$ cat src/rtl/afpm_op_sequencer.sv
// Byte-serial operand/result sequencer for the 16-bit log-domain FP multiplier.
// Optional build macro ZERO_BYPASS_EN: zero operands skip the multiplier entirely.
module afpm_op_sequencer #(
    parameter int TIMEOUT_CYC = 15
) (
    input  logic        clk,
    input  logic        rst,
    input  logic        in_valid,
    input  logic [7:0]  a_byte,
    input  logic [7:0]  b_byte,
    output logic        in_ready,
    output logic [15:0] mul_a,
    output logic [15:0] mul_b,
    output logic        mul_start,
    input  logic        mul_done,
    input  logic [15:0] mul_result,
    output logic [7:0]  out_byte,
    output logic        out_valid,
    input  logic        out_ready,
    output logic        busy,
    output logic        err,
    output logic [7:0]  op_count
);

    typedef enum logic [2:0] {
        IDLE  = 3'd0,
        LOAD  = 3'd1,
        START = 3'd2,
        WAIT  = 3'd3,
        SEND  = 3'd4
    } state_t;

    localparam logic [7:0]  WAIT_LAST = 8'(TIMEOUT_CYC - 1);
    localparam logic [15:0] QNAN      = 16'h7E00;

    state_t      state_reg;
    logic [15:0] mul_a_reg;
    logic [15:0] mul_b_reg;
    logic [15:0] result_reg;
    logic [7:0]  wait_cnt_reg;
    logic [7:0]  op_count_reg;
    logic [7:0]  out_byte_reg;
    logic        out_hi_reg;
    logic        out_valid_reg;
    logic        in_ready_reg;
    logic        mul_start_reg;
    logic        busy_reg;
    logic        err_reg;
    logic        bypass;

`ifdef ZERO_BYPASS_EN
    // Evaluated against the operand as it will look once the high byte lands.
    logic [15:0] a_full;
    logic [15:0] b_full;
    assign a_full = {a_byte, mul_a_reg[7:0]};
    assign b_full = {b_byte, mul_b_reg[7:0]};
    assign bypass = (a_full[14:0] == 15'd0) || (b_full[14:0] == 15'd0);
`else
    assign bypass = 1'b0;
`endif

    always_ff @(posedge clk) begin
        if (rst) begin
            state_reg     <= IDLE;
            mul_a_reg     <= 16'h0000;
            mul_b_reg     <= 16'h0000;
            result_reg    <= 16'h0000;
            wait_cnt_reg  <= 8'd0;
            op_count_reg  <= 8'd0;
            out_byte_reg  <= 8'h00;
            out_hi_reg    <= 1'b0;
            out_valid_reg <= 1'b0;
            in_ready_reg  <= 1'b1;
            mul_start_reg <= 1'b0;
            busy_reg      <= 1'b0;
            err_reg       <= 1'b0;
        end else begin
            case (state_reg)
                IDLE: begin
                    if (in_valid && in_ready_reg) begin
                        mul_a_reg[7:0] <= a_byte;
                        mul_b_reg[7:0] <= b_byte;
                        busy_reg       <= 1'b1;
                        state_reg      <= LOAD;
                    end
                end
                LOAD: begin
                    if (in_valid && in_ready_reg) begin
                        mul_a_reg[15:8] <= a_byte;
                        mul_b_reg[15:8] <= b_byte;
                        in_ready_reg    <= 1'b0;
                        if (bypass) begin
                            result_reg    <= {a_byte[7] ^ b_byte[7], 15'd0};
                            out_byte_reg  <= 8'h00;
                            out_hi_reg    <= 1'b0;
                            out_valid_reg <= 1'b1;
                            state_reg     <= SEND;
                        end else begin
                            mul_start_reg <= 1'b1;
                            state_reg     <= START;
                        end
                    end
                end
                START: begin
                    mul_start_reg <= 1'b0;
                    wait_cnt_reg  <= 8'd0;
                    state_reg     <= WAIT;
                end
                WAIT: begin
                    // A done arriving on the timeout cycle still delivers its result.
                    if (mul_done) begin
                        result_reg    <= mul_result;
                        out_byte_reg  <= mul_result[7:0];
                        out_hi_reg    <= 1'b0;
                        out_valid_reg <= 1'b1;
                        state_reg     <= SEND;
                    end else if (wait_cnt_reg == WAIT_LAST) begin
                        result_reg    <= QNAN;
                        out_byte_reg  <= QNAN[7:0];
                        out_hi_reg    <= 1'b0;
                        out_valid_reg <= 1'b1;
                        err_reg       <= 1'b1;
                        state_reg     <= SEND;
                    end else begin
                        wait_cnt_reg <= wait_cnt_reg + 8'd1;
                    end
                end
                SEND: begin
                    if (out_ready) begin
                        if (!out_hi_reg) begin
                            out_byte_reg <= result_reg[15:8];
                            out_hi_reg   <= 1'b1;
                        end else begin
                            out_valid_reg <= 1'b0;
                            op_count_reg  <= op_count_reg + 8'd1;
                            in_ready_reg  <= 1'b1;
                            busy_reg      <= 1'b0;
                            state_reg     <= IDLE;
                        end
                    end
                end
                default: begin
                    state_reg     <= IDLE;
                    in_ready_reg  <= 1'b1;
                    out_valid_reg <= 1'b0;
                    mul_start_reg <= 1'b0;
                    busy_reg      <= 1'b0;
                end
            endcase
        end
    end

    assign in_ready  = in_ready_reg;
    assign mul_a     = mul_a_reg;
    assign mul_b     = mul_b_reg;
    assign mul_start = mul_start_reg;
    assign out_byte  = out_byte_reg;
    assign out_valid = out_valid_reg;
    assign busy      = busy_reg;
    assign err       = err_reg;
    assign op_count  = op_count_reg;

endmodule

$ cat config.mk
export PLATFORM = sky130hd
export DESIGN_NAME = afpm_op_sequencer
export DESIGN_NICKNAME = d
export VERILOG_FILES = /design/src/rtl/afpm_op_sequencer.sv
export SDC_FILE = /design/constraint.sdc
export NUM_CORES = 1
export LEC_CHECK = 0
export CAP_MARGIN = 10
export CORE_UTILIZATION = 48
export CTS_CLUSTER_SIZE = 10
export DETAILED_ROUTE_END_ITERATION = 7
export PLACE_DENSITY_LB_ADDON = 0.08
export SLEW_MARGIN = 20
export SYNTH_ARGS = -nofsm -noshare
export SYNTH_HDL_FRONTEND = slang
export SYNTH_SLANG_ARGS = --single-unit
$ cat constraint.sdc
create_clock -name clk -period 2.07 [get_ports clk]
set_clock_uncertainty 0.1 [all_clocks]
set_input_delay 0.414 -clock clk [delete_from_list [all_inputs] [get_ports clk]]
set_output_delay 0.414 -clock clk [all_outputs]
set_load 0.02 [all_outputs]
# [Word-level counts from Yosys, hierarchy flattened]
# Cells that the tools add are included.
# W data, S select, Z words.
[word_totals] input_bits=37 elab_cells=90 regBits=81 output_inout_bits=53
[classes] mux=33 addsub=2 reduce_logical=22 n_eq_ne=13 bitwise=5
[op_table] cell="$mux W8" n=6
[op_table] cell="$mux W16" n=2
[op_table] cell="$pmux W8 S2" n=2
[op_table] cell="$mux W3" n=6
[op_table] cell="$add A8 B1 Y8 const B" n=2
[op_table] cell="$reduce_and A4 Y1" n=4
[op_table] cell="$pmux W3 S5" n=1
[op_table] cell="$ne A2 B2 Y1 const B" n=7
[op_table] cell="$reduce_and A3 Y1" n=4
[op_table] cell="$reduce_or A3 Y1" n=4
[op_table] cell="$mux W1" n=11
[op_table] cell="$pmux W1 S3" n=3
[op_table] cell="$eq A8 B4 Y1 const B" n=1
[op_table] cell="$reduce_and A2 Y1" n=4
[op_table] cell="$eq A3 B2 Y1 const B" n=2
[op_table] cell="$reduce_bool A2 Y1" n=3
[op_table] cell="$not A1 Y1" n=5
[op_table] cell="$reduce_and A5 Y1" n=1
[op_table] cell="$pmux W1 S2" n=2
[op_table] cell="$eq A3 B1 Y1 const B" n=1
[op_table] cell="$eq A3 B3 Y1 const B" n=1
[op_table] cell="$logic_not A3 Y1" n=1
[op_table] cell="$ne A3 B3 Y1 const B" n=1
[op_table] cell="$logic_and A1 B1 Y1" n=1

# [Depth between registers and ports, before layout]
# Gate-level depths: netlist (run 1).
[depth] depth_word=4 mapped_depth=7 depth_no_buf=5

# [Worst setup path before layout (run 1)]
# Ideal clock, no wire load.
[synth_timing] path_kind="reg-to-reg" start="register in_ready_reg, in the netlist in_ready" end="register mul_a_reg[1], in the netlist mul_a[1]" setup_time_ns=0.132 path_buffers=2 required_time_ns=1.838 synth_period_minus_slack_ns=1.806 t_arrival_ns=1.573 path_slack_ns=0.264 stages_incl_launch_ff=7 cell_sequence="dfxtp_1 -> nand2_1 -> or4_1 -> clkbuf_1 -> clkbuf_1 -> nand2_1 -> a21oi_1"
[synth_between] elab_chain_len=2
[synth_lines] item="start: declaration" line="45" source="logic in_ready_reg;"
[synth_lines] item="start signal: assignment" line="73" source="in_ready_reg <= 1'b1;"
[synth_lines] item="start signal: assignment" line="91" source="in_ready_reg <= 1'b0;"
[synth_lines] item="start signal: assignment" line="136" source="in_ready_reg <= 1'b1;"
[synth_lines] item="$logic_and A1 B1 Y1" line="80" source="if (in_valid && in_ready_reg) begin"
[synth_lines] item="$reduce_and A2 Y1 (no line)"
[synth_lines] item="end signal: assignment" line="81" source="mul_a_reg[7:0] <= a_byte;"
[synth_lines] item="end: declaration" line="37" source="logic [15:0] mul_a_reg;"
# No other way between the ends.
# A chain may end at the register's enable or synchronous reset.

# [Worst setup path in the final report (run 1)]
[layout_timing] start="register op_count_reg[2], in the netlist op_count[2]" end="output op_count[2]"
[layout_lines] item="start: declaration" line="41" source="logic [7:0] op_count_reg;"
[layout_lines] item="start signal: assignment" line="135" source="op_count_reg <= op_count_reg + 8'd1;"
[layout_lines] item="end: declaration" line="22" source="output logic [7:0] op_count"
# No word-level cell between the ends.

==> flow_metrics.tcl, run 1 <==
set metrics [dict create \
    reg2reg_to "out_valid$_SDFFE_PP0P_" \
    relSlewSlack_pct 63.9 \
    tightest_slew_ns 0.542 \
    power.density_mw_per_mm2 752 \
    antenna_found_initial 0 \
    worst-path-max-fanout 4 \
    nets 516 \
    netlist_area_sq_mm 0.00320 \
    ant_nets 0 \
    power_switching_mw 0.816 \
    wl_per_cell_um 14.0 \
    yosys_warnings 0 \
    ys.flop_type "dfxtp_1" \
    ys_ff_latch 73 \
    r2r_start "state_reg[1]$_SDFFE_PP0P_" \
    grt_max_degree 30 \
    crit_buf_inv 1 \
    pwr-share-clk_pct 40.3 \
    synth.area.top_cells "dfxtp_1 (46%), nand2_1 (11%), a21oi_1 (8.3%)" \
    synth_top_cell_by_area "dfxtp_1" \
    rows 29 \
    hpwl_um 5520 \
    drcViolationCount 0 \
    hold_buffers 0 \
    rr_worst_depth 5 \
    area_growth_pct 39.3 \
    drt_iter0_markers 116 \
    crit_path_start_kind "flop" \
    crit_chain "clkdlybuf4s50_1" \
    path_depth 1 \
    p_int_mw 2.54 \
    syn_avg_cell_area_sq_um 8.43 \
    root_buffer "clkbuf_8" \
    synth_top_area_share_pct 45.6 \
    async_reset_ff_share_pct 0 \
    dr.pass1.iters 4 \
    initial_core_util_pct 50.2 \
    tns_ns 0 \
    syn_inst 380 \
    cp_data_arrival_time_ns 1.37 \
    cts_num_sinks 73 \
    cap_violations 0 \
    hp-class "flop to flop" \
    ctsLongestPathBuffers 2 \
    p_leak_nw 1.60 \
    setup_viol 0 \
    rsz0062_at_grt "false" \
    cts_resized 0 \
    period_share_pct 90.8 \
    die_area_sq_mm 0.00701 \
    viasPerCell 5.37 \
    sw_frac_of_total_pct 24.3 \
    synth_cell_types 47 \
    synth_edf_count 0 \
    finalCriticalPeriod_ns 1.88 \
    cp_data_required_time_ns 1.56 \
    io_buffers 89 \
    layout-drive-gt1-share_pct 10.6 \
    vdd_drop_max_v 0.000558 \
    critPathLaunch "op_count[2]$_SDFFE_PP0P_" \
    cts_tree "done" \
    final_util_pct 69.9 \
    maxSlewViolCount 0 \
    place_congestion 0.776 \
    synth_common_cells "nand2_1 (97), dfxtp_1 (73), a21oi_1 (53)" \
    synth_most_common_cell "nand2_1" \
    cts_setup_buffers 0 \
    path_clk_slew_ns 0.07 \
    vias 2995 \
    wl_um 7790 \
    clock_latency_ns 0.34 \
    grt_overflow 0 \
    grt_pass1_wl_um 12900 \
    grt_pass1_vias 2842 \
    slowest_delay_ns 0.63 \
    critical_path.slowest_cell "clkdlybuf4s50_1" \
    cts_made_buffers 9 \
    finalHoldViolations 0 \
    diodes 0 \
    seq_area_frac_synth_pct 45.6 \
    core_area_sq_mm 0.00639 \
    io-pin-count 90 \
    path_delay_family "buffers and inverters" \
    critical_path_class "flop to output port" \
    grt_util_all_layers_pct 22.6 \
    endpoint "op_count[2]" \
    status "finished clean" \
    p_comb_share_pct 15.1 \
    die_y_um 83.7 \
    synth_fp_nets 420 \
    cts_max_level 3 \
    crit_path_end_kind "output port" \
    power_frac_seq_pct 44.6 \
    die-width_um 83.7 \
    max_freq_mhz 532 \
    r2r_setup_slack_ns 0.27 \
]
==> per-stage QoR <==
step | setup slack [ns] | cell area (sq um) | instances | hold slack [ns] | total power, mW
after floorplan | 0.264 | 3200 | 380 | 0.351 | 1.79
after global placement | 0.0436 | 4220 | 542 | 0.337 | 2.03
after detailed placement | 0.00406 | 4220 | 542 | 0.341 | 2.03
after CTS | 0.173 | 4460 | 558 | 0.351 | 3.37
after global routing | 0.135 | 4460 | 558 | 0.372 | 3.48
final | 0.189 | 4460 | 558 | 0.348 | 3.36
==> layer usage <==
metal  track usage [%]  part of all wire, %  up-vias
met3              7.02                  6.9       11
li1                  -                    -     1515
met2              38.1                   46       91
met5                 0                    0        -
met1              26.7                   46     1378
met4              8.78                  1.6        0
==> logic make-up (layout without fill, tap and decap cells) <==
family,Yosys count,in the layout,share of synthesized area [%]
compound gates,104,104,19.8
xor+xnor,6,6,1.64
fa+ha+maj,3,3,1.17
buf+inv,32,133,5.43
flops,73,73,45.6
mux,6,6,1.87
simple gates,156,156,24.4
==> worst min path at each step <==
stage	start	end	slack [ns]	cells after the start
2_1_floorplan	wait_cnt_reg[3]$_SDFFE_PP0P_	wait_cnt_reg[3]$_SDFFE_PP0P_	0.35	2
3_3_place_gp	err$_SDFFE_PP0P_	err$_SDFFE_PP0P_	0.34	2
3_5_place_dp	err$_SDFFE_PP0P_	err$_SDFFE_PP0P_	0.34	2
4_1_cts	err$_SDFFE_PP0P_	err$_SDFFE_PP0P_	0.35	2
5_1_grt	err$_SDFFE_PP0P_	err$_SDFFE_PP0P_	0.37	2
6_report	err$_SDFFE_PP0P_	err$_SDFFE_PP0P_	0.35	2
==> layout make-up <==
| type | instances | area (sq um) |
|---|---|---|
| Fill cell | 535 | 1920 |
| Tap cell | 77 | 96.3 |
| Sequential cell | 73 | 1460 |
| Clock inverter | 5 | 103 |
| Timing Repair Buffer | 113 | 1080 |
| Clock buffer | 11 | 141 |
| Multi-Input combinational cell | 275 | 1570 |
| Inverter | 4 | 15.0 |
==> cell usage in the layout (no fill, tap or decap), drive strengths merged, types with 3 or more instances in the layout <==
master,n
clkdlybuf4s50,88
nand2,97
inv,4
buf,25
xor2,3
o21ai,23
a31oi,8
or3,9
nand4,6
mux2i,6
xnor2,3
nor2,12
a211o,8
dfxtp,73
nand3,13
bufinv,3
o21a,3
clkbuf,11
ha,3
and2,3
a21oi,53
==> power groups by stage <==
stage | Clock, mW | Sequential [mW] | Combinational (mW)
global route | 1.43 | 1.50 | 0.549
finish | 1.35 | 1.50 | 0.507
detailed placement | 0 | 1.53 | 0.507
global placement | 0 | 1.53 | 0.503
CTS | 1.36 | 1.50 | 0.511
floorplan | 0 | 1.58 | 0.209
Note: power is estimated with default switching activity, not from simulation.
==> run 2: changes to the inputs <==
--- a/config.mk
+++ b/config.mk
@@ -6,9 +6,10 @@
 export NUM_CORES = 1
 export LEC_CHECK = 0
 export CAP_MARGIN = 10
-export CORE_UTILIZATION = 48
+export CORE_UTILIZATION = 62
 export CTS_CLUSTER_SIZE = 10
 export DETAILED_ROUTE_END_ITERATION = 7
+export DONT_BUFFER_PORTS = 1
 export PLACE_DENSITY_LB_ADDON = 0.08
 export SLEW_MARGIN = 20
 export SYNTH_ARGS = -nofsm -noshare
==> run 2 against run 1 <==
  * Final cell count is 20% lower
  * Core utilization is 2.3 points higher
  * Sequential share of layout area is 9.0 points higher
  * Via count is 13% lower
  * Register-to-register slack worse by 0.11 ns
  * Critical path depth is 3 higher
  * Critical path type is now flop to flop
==> flow_metrics.tcl, run 2 (synthesized netlist as in run 1, its figures left out) <==
set metrics [dict create \
    wl_um 6710 \
    pwr-share-clk_pct 44.9 \
    ant_nets 0 \
    cap_violations 0 \
    layout-drive-gt1-share_pct 10.5 \
    max_freq_mhz 524 \
    crit_path_start_kind "flop" \
    critical_path_class "flop to flop" \
    globalRouteMet3Util_pct 8.64 \
    diodes 0 \
    worst-path-max-fanout 16 \
    die_y_um 73.9 \
    crit_path_end_kind "flop" \
    hp-class "primary input to flop" \
    vias 2611 \
    use_met2_pct 41.1 \
    grt_util_all_layers_pct 25.4 \
    crit_chain "buf_4 -> or4_1 -> nand2_1 -> a21oi_1" \
    drcViolationCount 0 \
    slowest_delay_ns 0.82 \
    ctsLongestPathBuffers 2 \
    core_area_sq_mm 0.00485 \
    sw_frac_of_total_pct 23.1 \
    io-pin-count 90 \
    met1_usage_pct 29.9 \
    dpl.cell_count 433 \
    p_leak_nw 1.24 \
    grt_pass1_vias 2425 \
    clock_latency_ns 0.34 \
    status "finished clean" \
    viasPerCell 5.83 \
    p_int_mw 2.50 \
    die-width_um 73.9 \
    fin_cells 448 \
    cts_num_sinks 73 \
    fill_cells 408 \
    power.density_mw_per_mm2 929 \
    root_buffer "clkbuf_8" \
    power_frac_seq_pct 48.0 \
    dr.pass1.iters 4 \
    place_congestion 0.761 \
    rsz0062_at_grt "false" \
    io_buffers 0 \
    cts_made_buffers 9 \
    relSlewSlack_pct 61.1 \
    tns_ns 0 \
    cts_max_level 3 \
    initial_core_util_pct 66.1 \
    rr_worst_depth 4 \
    finalHoldViolations 0 \
    path_clk_slew_ns 0.08 \
    cp_data_required_time_ns 2.19 \
    maxSlewViolCount 0 \
    grt_overflow 0 \
    die_area_sq_mm 0.00546 \
    p_comb_share_pct 7.1 \
    setup_viol 0 \
    critical_path.slowest_cell "or4_1" \
    cts_resized 0 \
    hpwl_um 4530 \
    grt_max_degree 73 \
    finalCriticalPeriod_ns 1.91 \
    area_growth_pct 9.22 \
    drt_iter0_markers 133 \
    period_share_pct 92.2 \
    cts_tree "done" \
    hold_buffers 0 \
    top_usage_layer "met2" \
    layout_setup_ws_ns 0.162 \
    dp_slack_ns 0.173 \
    power_switching_mw 0.749 \
    layout_common_cells "nand2_1 (97), dfxtp_1 (73), a21oi_1 (53)" \
    holdPathStages 1 \
    tightest_slew_ns 0.584 \
    rows 25 \
    antenna_found_initial 0 \
    layout_commonest_cell "nand2_1" \
    grt_pass1_wl_um 10700 \
    wl_per_cell_um 15.0 \
    cp_data_arrival_time_ns 2.03 \
    vdd_drop_max_v 0.000659 \
    nets 417 \
    cts_setup_buffers 0 \
]
run 2: changes by cell type in the layout (fill, tap and decap cells not counted):
cell / change
clkdlybuf4s50_1: -88
clkbuf_1: -1
bufinv_16: +1
buf_12: -1
clkinv_2: -1
buf_2: -1
buf_4: -9
run 2: critical path, delay by kind of cell, from the launching register on:
family,cells,cell delay [ns]
and+or+nand+nor,2,1.00
buffers and inverters,1,0.22
AOI/OAI and AO/OA,1,0.08
DFF,1,0.41
run 2: per-layer routing:
metal,wire length (um),vias to the layer above
li1,-,1311
met1,2910,1203
met4,122,0
met5,0,-
met2,3180,83
met3,495,14
run 2: power groups by stage:
stage / Sequential, mW / Combinational (mW) / Clock (mW)
2_1_floorplan: 1.58 / 0.209 / 0
3_3_place_gp: 1.59 / 0.224 / 0
3_5_place_dp: 1.59 / 0.231 / 0
4_1_cts: 1.56 / 0.232 / 1.48
5_1_grt: 1.57 / 0.260 / 1.53
6_report: 1.56 / 0.230 / 1.46
run 2: layout make-up:
cell class,count,area [sq um],area share [%]
flip-flops and latches,73,1460,41.8
well taps,67,83.8,2.40
clock inverters,5,128,3.65
inverters,4,15.0,0.429
clock buffers,10,138,3.93
multi-input cells,275,1570,44.8
repair buffers,14,105,3.00
run 2: final timing paths:
kind	startpoint	end	slack, ns
max	state_reg[1]$_SDFFE_PP0P_	mul_b[1]$_SDFFE_PP0P_	0.16
min	rst	mul_a[10]$_SDFFE_PP0P_	0.05
max reg2reg	state_reg[1]$_SDFFE_PP0P_	mul_b[1]$_SDFFE_PP0P_	0.16
min reg2reg	result_reg[8]$_SDFFE_PP0P_	result_reg[8]$_SDFFE_PP0P_	0.37
run 2: per-stage QoR:
stage               util, %  total power, mW  hold WS (ns)  area (sq um)
global placement       66.7             1.82         0.357          3230
CTS                    72.2             3.27        0.0285          3500
finish                 72.2             3.25        0.0459          3500
global route           72.2             3.36        0.0223          3500
detailed placement     66.7             1.82         0.363          3230
floorplan                 -             1.79         0.351          3200
==> run 3: changes to the inputs <==
--- a/config.mk
+++ b/config.mk
@@ -5,11 +5,13 @@
 export SDC_FILE = /design/constraint.sdc
 export NUM_CORES = 1
 export LEC_CHECK = 0
+export ABC_AREA = 0
 export CAP_MARGIN = 10
 export CORE_UTILIZATION = 62
 export CTS_CLUSTER_SIZE = 10
 export DETAILED_ROUTE_END_ITERATION = 7
 export DONT_BUFFER_PORTS = 1
+export GPL_TIMING_DRIVEN = 0
 export PLACE_DENSITY_LB_ADDON = 0.08
 export SLEW_MARGIN = 20
 export SYNTH_ARGS = -nofsm -noshare
==> constraint.sdc (replaced) <==
create_clock -name clk -period 1.77 [get_ports clk]
set_clock_uncertainty 0.1 [all_clocks]
set_input_delay 0.354 -clock clk [delete_from_list [all_inputs] [get_ports clk]]
set_output_delay 0.354 -clock clk [all_outputs]
set_load 0.02 [all_outputs]
==> run 3 against run 2 <==
  * Count of clock-buffer cells in the layout unchanged
  * Global-route usage grew 2.8 points
  * Non-clock buffer count rose by 33
  * Register-to-register slack lost 0.11 ns
  * Sequential share of layout area fell by 1.9 points
  * Sequential power grew 17%
  * Combinational power increased by 48%
  * Final cell count grew 7.6%
  * Critical endpoint is now wait_cnt_reg[6]$_SDFFE_PP0P_
  * Highest routed layer unchanged
==> flow_metrics.tcl, run 3 (synthesized netlist as in run 1, its figures left out) <==
set metrics [dict create \
    status "finished clean" \
    path_clk_slew_ns 0.08 \
    grt_util_all_layers_pct 28.2 \
    core_area_sq_mm 0.00485 \
    layout_common_cells "nand2_1 (96), dfxtp_1 (64), a21oi_1 (52)" \
    crit_path_start_kind "flop" \
    cts_tree "done" \
    wl_per_cell_um 16.6 \
    worst-path-max-fanout 5 \
    layout_commonest_cell "nand2_1" \
    total_power_mw 3.48 \
    crit_path_end_kind "flop" \
    tightest_slew_ns 0.641 \
    p_leak_nw 1.33 \
    cts_made_buffers 9 \
    finalHoldViolations 0 \
    cts_num_sinks 73 \
    whs_ns 0.0259 \
    hold_buffers 0 \
    hpwl_um 5200 \
    root_buffer "clkbuf_8" \
    drcViolationCount 0 \
    grt_overflow 0 \
    fill_cells 366 \
    cap_violations 0 \
    viasPerCell 6.00 \
    cts_max_level 3 \
    cp_data_required_time_ns 1.93 \
    io_buffers 0 \
    r2r_setup_slack_ns 0.05 \
    initial_core_util_pct 66.1 \
    grt_pass1_vias 2533 \
    io-pin-count 90 \
    dr.pass1.iters 5 \
    finalCriticalPeriod_ns 1.72 \
    critical_path_class "flop to flop" \
    maxSlewViolCount 0 \
    cp_data_arrival_time_ns 1.88 \
    grt_pass1_wl_um 11500 \
    die_area_sq_mm 0.00546 \
    area_growth_pct 15.6 \
    antenna_found_initial 0 \
    die-width_um 73.9 \
    layout-drive-gt1-share_pct 18.3 \
    drt_iter0_markers 174 \
    relSlewSlack_pct 57.2 \
    wl_um 7980 \
    hp-class "primary input to flop" \
    nets 450 \
    rows 25 \
    ant_nets 0 \
    tns_ns 0 \
    vias 2891 \
    max_freq_mhz 582 \
    die_y_um 73.9 \
    grt_max_degree 14 \
    rsz0062_at_grt "true" \
    clock_latency_ns 0.35 \
    period_share_pct 97.1 \
    vdd_drop_max_v 0.000719 \
    ctsLongestPathBuffers 2 \
    power.density_mw_per_mm2 940 \
    diodes 0 \
    place_congestion 0.797 \
    setup_viol 0 \
]
run 3: cell types whose count changed in the layout (fill, tap and decap cells not counted), sizes merged:
| cell | delta |
|---|---|
| clkbuf | +11 |
| clkinv | +1 |
| clkinvlp | +3 |
| buf | +22 |
| bufinv | -3 |
run 3: layout make-up:
| type | instances | area (sq um) | share of cell area, % |
|---|---|---|---|
| plain buffers | 26 | 154 | 4.16 |
| clock buffers | 10 | 128 | 3.45 |
| clock inverters | 6 | 68.8 | 1.86 |
| inverters | 4 | 15.0 | 0.405 |
| multi-input cells | 275 | 1600 | 43.3 |
| flip-flops and latches | 73 | 1480 | 39.9 |
| well taps | 67 | 83.8 | 2.26 |
| repair buffers | 21 | 174 | 4.70 |
run 3: where the power goes:
group	switching, mW	internal, mW
Combinational	0.206	0.135
Clock	0.653	0.653
Sequential	0.126	1.71
run 3: final timing paths:
| kind | startpoint | endpoint | cells past startpoint |
|---|---|---|---|
| min reg2reg | result_reg[15]$_SDFFE_PP0P_ | result_reg[15]$_SDFFE_PP0P_ | 2 |
| max reg2reg | wait_cnt_reg[0]$_SDFFE_PP0P_ | wait_cnt_reg[6]$_SDFFE_PP0P_ | 6 |
| min | a_byte[5] | mul_a[13]$_SDFFE_PP0P_ | 2 |
| max | wait_cnt_reg[0]$_SDFFE_PP0P_ | wait_cnt_reg[6]$_SDFFE_PP0P_ | 6 |
run 3: routing by layer:
| layer | GRT usage, % | routed length (um) | vias to the layer above |
|---|---|---|---|
| met5 | 0 | 0 | - |
| met4 | 16.0 | 186 | 0 |
| met3 | 8.64 | 654 | 20 |
| met2 | 44.2 | 3850 | 141 |
| met1 | 34.1 | 3290 | 1349 |
| li1 | - | - | 1381 |
run 3: what timing repair did:
action / CTS / global route
cloned: 1 / 1
setup endpoints to repair: 44 / 44
resized for setup: 7 / 20
pin swaps: 2 / 10
buffers inserted: 4 / 15
run 3: metrics by stage:
stage | worst slack, ns | instance area (sq um) | util, % | std cells
floorplan | 0.0226 | 3210 | - | 380
global placement | -0.256 | 3290 | 67.9 | 447
detailed placement | -0.275 | 3290 | 67.9 | 447
CTS | 0.000403 | 3540 | 72.9 | 467
global route | -0.0243 | 3700 | 76.4 | 482
finish | 0.0519 | 3700 | 76.4 | 482
run 3: critical path: stages (launching register included):
cell	delay (ns)
dfxtp_4	0.36
inv_1	0.06
ha_4	0.18
a311oi_4	0.41
buf_6	0.19
nand2_1	0.07
a311oi_2	0.25
